## src/rtl/uart_rx_if.sv

```systemverilog
// Byte-side bundle of the UART receiver: received data, its handshake and the sticky error flags.
interface uart_rx_if;
  logic [7:0] data;
  logic       valid;
  logic       ready;
  logic       frame_err;
  logic       overrun;

  modport master (output data, output valid, output frame_err, output overrun, input ready);
  modport slave  (input data, input valid, input frame_err, input overrun, output ready);
endinterface

```

## src/rtl/uart_rx.sv

```systemverilog
// 8N1 UART receiver; valid rises ~2 + CLKS_PER_BIT/2 + 9*CLKS_PER_BIT cycles after the start edge.
// One-byte holding register: a byte arriving while valid&!ready is dropped and flags overrun.
module uart_rx #(
  parameter int CLKS_PER_BIT = 434,
  parameter int CNT_W        = 16
) (
  input  logic       clk,
  input  logic       rst,
  input  logic       rx,
  uart_rx_if.master  bus
);

  localparam logic [CNT_W-1:0] FULL_TC = CNT_W'(CLKS_PER_BIT - 1);
  localparam logic [CNT_W-1:0] HALF_TC = CNT_W'(CLKS_PER_BIT / 2 - 1);

  typedef enum logic [1:0] {IDLE, START, DATA, STOP} state_t;

  state_t           state, state_nxt;
  logic             rx_m, rx_s;
  logic [CNT_W-1:0] cnt, cnt_nxt;
  logic [2:0]       bit_idx, bit_nxt;
  logic [7:0]       shreg, shreg_nxt;
  logic             stop_hit;
  logic             accept, load, drop, ferr;

  always_ff @(posedge clk or posedge rst) begin
    if (rst) begin
      rx_m <= 1'b1;
      rx_s <= 1'b1;
    end else begin
      rx_m <= rx;
      rx_s <= rx_m;
    end
  end

  always_ff @(posedge clk or posedge rst) begin
    if (rst) begin
      state   <= IDLE;
      cnt     <= '0;
      bit_idx <= '0;
      shreg   <= '0;
    end else begin
      state   <= state_nxt;
      cnt     <= cnt_nxt;
      bit_idx <= bit_nxt;
      shreg   <= shreg_nxt;
    end
  end

  always_comb begin
    state_nxt = state;
    cnt_nxt   = cnt + 1'b1;
    bit_nxt   = bit_idx;
    shreg_nxt = shreg;
    stop_hit  = 1'b0;
    case (state)
      IDLE: begin
        cnt_nxt = '0;
        if (!rx_s) state_nxt = START;
      end
      START: begin
        // Mid start bit: a high line here was a glitch, drop it silently.
        if (cnt == HALF_TC) begin
          cnt_nxt   = '0;
          bit_nxt   = '0;
          state_nxt = rx_s ? IDLE : DATA;
        end
      end
      DATA: begin
        if (cnt == FULL_TC) begin
          cnt_nxt   = '0;
          shreg_nxt = {rx_s, shreg[7:1]};
          bit_nxt   = bit_idx + 3'd1;
          if (bit_idx == 3'd7) state_nxt = STOP;
        end
      end
      STOP: begin
        // Leave at mid stop bit so a following start edge is never missed.
        if (cnt == FULL_TC) begin
          cnt_nxt   = '0;
          stop_hit  = 1'b1;
          state_nxt = IDLE;
        end
      end
      default: state_nxt = IDLE;
    endcase
  end

  assign accept = bus.valid & bus.ready;
  assign load   = stop_hit &  rx_s & (~bus.valid | bus.ready);
  assign drop   = stop_hit &  rx_s &  bus.valid & ~bus.ready;
  assign ferr   = stop_hit & ~rx_s;

  always_ff @(posedge clk or posedge rst) begin
    if (rst) begin
      bus.data      <= 8'h00;
      bus.valid     <= 1'b0;
      bus.frame_err <= 1'b0;
      bus.overrun   <= 1'b0;
    end else begin
      if (load) begin
        bus.data  <= shreg;
        bus.valid <= 1'b1;
      end else if (accept) begin
        bus.valid <= 1'b0;
      end
      // Setting a flag wins over the clear from a same-edge handshake.
      if (ferr)        bus.frame_err <= 1'b1;
      else if (accept) bus.frame_err <= 1'b0;
      if (drop)        bus.overrun   <= 1'b1;
      else if (accept) bus.overrun   <= 1'b0;
    end
  end

endmodule

```

## src/flat_wrapper.sv

```systemverilog
// flat-port wrapper written by rule: the top's interface ports become plain ports
module uart_rx_flat 
#(
  parameter int CLKS_PER_BIT = 434,
  parameter int CNT_W        = 16
)
  (clk, rst, rx, bus_data, bus_valid, bus_frame_err, bus_overrun, bus_ready);
  uart_rx_if bus_i ();
  input  logic clk;
  input  logic rst;
  input  logic rx;
  output wire logic [$bits(bus_i.data)-1:0] bus_data;
  output wire logic [$bits(bus_i.valid)-1:0] bus_valid;
  output wire logic [$bits(bus_i.frame_err)-1:0] bus_frame_err;
  output wire logic [$bits(bus_i.overrun)-1:0] bus_overrun;
  input wire logic [$bits(bus_i.ready)-1:0] bus_ready;
  assign bus_data = bus_i.data;
  assign bus_valid = bus_i.valid;
  assign bus_frame_err = bus_i.frame_err;
  assign bus_overrun = bus_i.overrun;
  assign bus_i.ready = bus_ready;
  uart_rx #(.CLKS_PER_BIT(CLKS_PER_BIT), .CNT_W(CNT_W)) u_core (.clk(clk), .rst(rst), .rx(rx), .bus(bus_i));
endmodule
```

## config.mk

```make
export PLATFORM = sky130hd
export DESIGN_NAME = uart_rx_flat
export DESIGN_NICKNAME = d
export VERILOG_FILES = /design/src/rtl/uart_rx_if.sv /design/src/rtl/uart_rx.sv /design/src/flat_wrapper.sv
export SDC_FILE = /design/constraint.sdc
export NUM_CORES = 1
export LEC_CHECK = 0
export CORE_MARGIN = 5
export CORE_UTILIZATION = 60
export CTS_BUF_LIST = sky130_fd_sc_hd__clkbuf_16
export DETAILED_ROUTE_END_ITERATION = 10
export PLACE_DENSITY = 0.81
export SYNTH_ARGS = -nofsm -noshare
export SYNTH_HDL_FRONTEND = slang
export SYNTH_SLANG_ARGS = --single-unit
```

## constraint.sdc

```tcl
create_clock -name clk -period 3.6 [get_ports clk]
set_clock_uncertainty 0.2 [all_clocks]
set_input_delay 0.36 -clock clk [delete_from_list [all_inputs] [get_ports clk]]
set_output_delay 0.36 -clock clk [all_outputs]
set_load 0.01 [all_outputs]
```

# Word-level counts from Yosys, hierarchy flattened
# Index checks and enable logic that the tools add are counted.
dict set report word_totals {
  ff_bits 42
  latch_bits 0
  ram_bits 0
  rom_bits 0
  in_bits 4
  output_inout_bits 11
  elab_cells 61
  mem_count 0
}
dict set report op_classes {
  n_addsub 2
  n_mul 0
  div 0
  magnitude_cmp 0
  n_eq_ne 11
  shift 0
  n_mux 19
  n_bitwise 10
  n_reduce_logical 9
}
# operator n
set ops {}
lappend ops {{16-bit one-hot mux with 3 select lines} 1}
lappend ops {{16-bit 2-to-1 mux} 2}
lappend ops {{16-bit by 1-bit adder with 16-bit output, second input constant} 1}
lappend ops {{16-bit by 8-bit == test with 1-bit output, second input constant} 1}
lappend ops {{16-bit by 9-bit == test with 1-bit output, second input constant} 1}
lappend ops {{2-bit 2-to-1 mux} 6}
lappend ops {{2-bit by 1-bit != test with 1-bit output, second input constant} 4}
lappend ops {{2-bit one-hot mux with 4 select lines} 1}
lappend ops {{2-bit nonzero test} 4}
lappend ops {{1-bit AND} 6}
lappend ops {{1-bit 2-to-1 mux} 6}
lappend ops {{3-bit 2-to-1 mux} 2}
lappend ops {{3-bit one-hot mux with 2 select lines} 1}
lappend ops {{5-bit AND reduction} 1}
lappend ops {{2-bit == test, second input constant} 2}
lappend ops {{3-bit by 1-bit adder with 3-bit output, second input constant} 1}
lappend ops {{3-bit == test, second input constant} 1}
lappend ops {{1-bit NOT} 3}
lappend ops {{3-bit AND reduction} 1}
lappend ops {{2-bit by 1-bit == test with 1-bit output, second input constant} 1}
lappend ops {{2-bit zero test} 1}
lappend ops {{2-bit != test, second input constant} 1}
lappend ops {{2-bit AND reduction} 1}
lappend ops {{2-bit OR reduction} 1}
lappend ops {{1-bit bitwise OR} 1}

# Logic depth before layout (Yosys ltp)
dict set report logic_depth {
  depth_word 7
  depth_mapped 9
  mapped_depth_nobuf 7
}

# Worst setup path before layout
# No wires, ideal clock.
dict set report synth_path {
  path_type {register to register}
  startpoint {register u_core.cnt[11]}
  endpoint {register u_core.bus.data[0]}
  setup_ps 125
  arrival_time_ps 1734
  path_slack_ps 1541
  stages_incl_launch_ff 7
  period_less_slack_ps 2059
  cell_sequence {dfrtp_1 > nor4_2 > and4_1 > buf_6 > nand3_4 > a21oi_4 > mux2_2}
}
dict set report synth_via {
  elab_chain_len 5
}
# element line
set synth_rtl {}
lappend synth_rtl {{start, declared} uart_rx.sv:20} ;# logic [CNT_W-1:0] cnt, cnt_nxt;
lappend synth_rtl {{start signal, assigned} uart_rx.sv:44} ;# cnt <= cnt_nxt;
lappend synth_rtl {{16-bit by 9-bit == test with 1-bit output} uart_rx.sv:79} ;# if (cnt == FULL_TC) begin
lappend synth_rtl {{1-bit 2-to-1 mux} uart_rx.sv:79}
lappend synth_rtl {{1-bit 2-to-1 mux} uart_rx.sv:56} ;# case (state)
lappend synth_rtl {{1-bit AND (2 in a row)} uart_rx.sv:90} ;# assign load = stop_hit & rx_s & (~bus.valid | bus.ready);
lappend synth_rtl {{end signal, assigned} uart_rx.sv:102} ;# bus.data <= shreg;
lappend synth_rtl {{end, declared} uart_rx_if.sv:9} ;# modport master (output data, output valid, output frame_err, output overrun, input ready);
# No other way between the ends.
# A chain may end at the register's enable or synchronous reset.

# Final worst setup path
dict set report layout_path {
  startpoint {register u_core.cnt[6]}
  endpoint {register u_core.cnt[13]}
}
dict set report layout_via {
  elab_chain_len 3
  word_cells_on_any_way 6
  cone_classes {add/sub (1); eq/ne (2); mux (3)}
}
# element line
set layout_rtl {}
lappend layout_rtl {{16-bit by 1-bit adder with 16-bit output, or another cell as far along} uart_rx.sv:52} ;# cnt_nxt = cnt + 1'b1;
lappend layout_rtl {{16-bit 2-to-1 mux, on equally long branches} {uart_rx.sv:70, uart_rx.sv:79, uart_rx.sv:63}}
lappend layout_rtl {{16-bit one-hot mux with 3 select lines (*)} uart_rx.sv:56}
lappend layout_rtl {{named net u_core.cnt_nxt[13]} uart_rx.sv:20}
# Mark *: on every way through the listed nets, which the timed path passes. The rest lies on a longest branch.

==> flow_summary.yaml <==
clocking:
  cts_made_buffers: 5
  clk_path_buf_depth: 2
  clkTransAtPathRegs_ns: 0.06
  hold_buffers: 0
  htreeDepth: 2
  clock-root-buffer: "clkbuf_16"
  cts_tree: "built"
  post_cts_buffers: 0
  clock-sinks: 42
  clk_latency_ns: 0.28
  cts_resized: 0
logic_synthesis:
  async_flop_share_pct: 100
  synth_seq_area_share_pct: 52.5
  yosysWarnings: 0
  yosys_register_bits: 42
  syn_nets: 189
  syn_avg_cell_area_um2: 11.5
  syn_inst: 175
  netlist_area_mm2: 0.00201
  ys.flop_type: "dfrtp_1"
  synth_edf_count: 0
  ys_types: 35
power_and_ir_drop:
  powerDensity_mw_per_mm2: 403
  ir_drop_mv: 0.292
  power_leakage_nw: 1.06
setup_path:
  r2r-end: "u_core.cnt[13]$_DFF_PP0_"
  crit_arrival_ns: 2.65
  crit_family: "simple AND/OR/NAND/NOR gates"
  r2r_start: "u_core.cnt[6]$_DFF_PP0_"
  crit_buf_inv: 0
  crit_slowest_cell: "and4_1"
  cp_max_fo: 16
  crit_type: "flop to flop"
  reg2reg_depth: 5
  cp-end-kind: "flop"
  path_cells: "nor4b_1 > and4_1 > a2bb2oi_1 > or2_1 > nor2_1"
  cpPeakStageDelay_ns: 0.53
  r2r_slack_ns: 0.89
  worst_setup_path_start_kind: "flop"
  worstPathRequired_ns: 3.54
global_routing:
  grtUsageMet3_pct: 4.11
  grt_max_degree: 43
  grt_pass1_vias: 1330
  grt-ovfl-total: 0
  gr-max-usage-layer: "met2"
  antenna_found_initial: 0
  gr-usage-met2_pct: 30.4
  grt_util_all_layers_pct: 18.4
  met1_usage_pct: 23.2
  grt_pass1_wl_mm: 6.27
hold_path:
  whs_path_depth: 0
  hold_class: "flop to flop"
  hp-start: "u_core.rx_m$_DFF_PP1_"
  holdPathEnd: "u_core.rx_s$_DFF_PP1_"
floorplan:
  initial_core_util_pct: 61.1
  num_rows: 21
  io_pins: 15
  core_mm2: 0.00328
  dieArea_mm2: 0.00460
  die_w_um: 67.8
  die_h_um: 67.8
detailed_routing:
  via_count: 1338
  drt_iter0_markers: 61
  avgRoutedWirePerCell_um: 15.1
  drc: 0
  routed_via_density: 5.60
  wl_mm: 3.61
  dr.pass1.iters: 4
  detail-route-antenna-nets: 0
timing:
  fin_ws_ns: 0.890
  timing.fmax_mhz: 369
  fin_crit_ns: 2.71
  fin_crit_sh_pct: 75.3
  max_slew.worst_pin.slew_ns: 0.626
  setup_viol: 0
  hold_viol: 0
  rsz0062_at_grt: "no"
  maxSlewHeadroom_pct: 57.9
  tns_ns: 0
  slew_violations: 0
final_layout:
  fin_nets: 206
  drive_gt1_share_pct: 15.0
  fin_util_pct: 70.7
  syn2layout_area_growth_pct: 15.7
  antenna_cells: 0
placed_design:
  hpwl_mm: 2.54
  io_buffers: 14
  gp_congestion: 0.802
  preCtsSetupSlack_ns: 1.01
run_status:
  outcome: "finished, final reports clean"
run:
  cap_violations: 0
## flip-flops by register name, indices dropped and copies added (netlist names), named ones only
name                  flops
u_core.bus.valid          1
u_core.state              1
u_core.cnt               16
u_core.shreg              8
u_core.bus.overrun        1
u_core.bus.data           8
u_core.bit_idx            3
u_core.rx_m               1
u_core.rx_s               1
u_core.bus.frame_err      1
## where the power goes
part           switching, mW  internal, mW
sequential           0.00172         0.475
clock                  0.182         0.259
combinational         0.0118       0.00603
total                  0.195         0.740
## cells in the final DEF, fill, tap and decap left out, drive strengths merged, types with 3 or more instances in the layout
cell           netlist  final
nand4                8      8
a21oi                3      3
inv                 13     14
nor2                22     22
clkdlybuf4s50        0     14
and4                 3      3
ha                  10     10
nand2               11     11
clkbuf               2      5
nand3                7      7
o221ai               3      3
mux2                15     15
dfrtp               40     40
xnor2                7      7
xor2                 7      7
## Yosys cell counts (2+ instances only)
cell       n  area [um2]
a21oi_1    2        10.0
and4_1     3        26.3
and4b_1    2        20.0
buf_6      2        22.5
dfrtp_1   40        1000
dfstp_2    2        52.6
ha_1      10         125
inv_1     13        48.8
mux2_2    15         169
nand2_1   11        41.3
nand3_1    6        30.0
nand4_1    8        50.1
nor2_1    22        82.6
nor3_1     2        10.0
nor4b_1    2        17.5
o21ai_0    2        10.0
o221ai_1   3        26.3
xnor2_1    7        61.3
xor2_1     7        61.3
## how the worst max path moves through the flow
stage                                           endpoint  cells after the start                     start
after detailed placement        u_core.cnt[13]$_DFF_PP0_                      5  u_core.cnt[11]$_DFF_PP0_
after global placement          u_core.cnt[13]$_DFF_PP0_                      5  u_core.cnt[11]$_DFF_PP0_
after global routing            u_core.cnt[10]$_DFF_PP0_                      7   u_core.cnt[1]$_DFF_PP0_
after floorplan           u_core.bus.data[0]$_DFFE_PP0P_                      6  u_core.cnt[11]$_DFF_PP0_
final                           u_core.cnt[13]$_DFF_PP0_                      5   u_core.cnt[6]$_DFF_PP0_
after CTS                       u_core.cnt[13]$_DFF_PP0_                      5  u_core.cnt[11]$_DFF_PP0_
## cell families (layout without fill, tap and decap cells)
| group | Yosys count | after routing | synth area share, % |
|---|---|---|---|
| muxes | 16 | 16 | 8.92 |
| xor gates and xnor gates | 14 | 14 | 6.11 |
| AOI/OAI and AO/OA | 14 | 14 | 5.55 |
| and+or+nand+nor | 61 | 61 | 16.3 |
| buffers and inverters | 18 | 36 | 4.36 |
| adders and majority gates | 10 | 10 | 6.23 |
| DFF | 42 | 42 | 52.5 |
## area by class of cell
| class | instances | area (um2) |
|---|---|---|
| inverter | 13 | 48.8 |
| clock inverter | 3 | 23.8 |
| multi-input combinational | 115 | 866 |
| sequential | 42 | 1050 |
| fill | 248 | 962 |
| timing repair buffer | 15 | 148 |
| clock buffer | 5 | 125 |
| tap | 46 | 57.6 |
## per-layer routing
| metal | vias to the layer above | part of all wire (%) |
|---|---|---|
| met2 | 28 | 52 |
| met1 | 664 | 43 |
| li1 | 642 | - |
| met4 | 0 | 1.4 |
| met3 | 4 | 3.8 |
| met5 | - | 0 |
## metrics by stage
step / instance area (um2) / hold slack [ns] / power, mW / instances
3_3_place_gp: 2170 / 0.148 / 0.503 / 231
3_5_place_dp: 2170 / 0.154 / 0.504 / 231
5_1_grt: 2320 / 0.164 / 0.967 / 239
4_1_cts: 2320 / 0.162 / 0.943 / 239
6_report: 2320 / 0.160 / 0.935 / 239
2_1_floorplan: 2010 / 0.145 / 0.494 / 175
No activity file was read; power rests on OpenSTA's default activity.
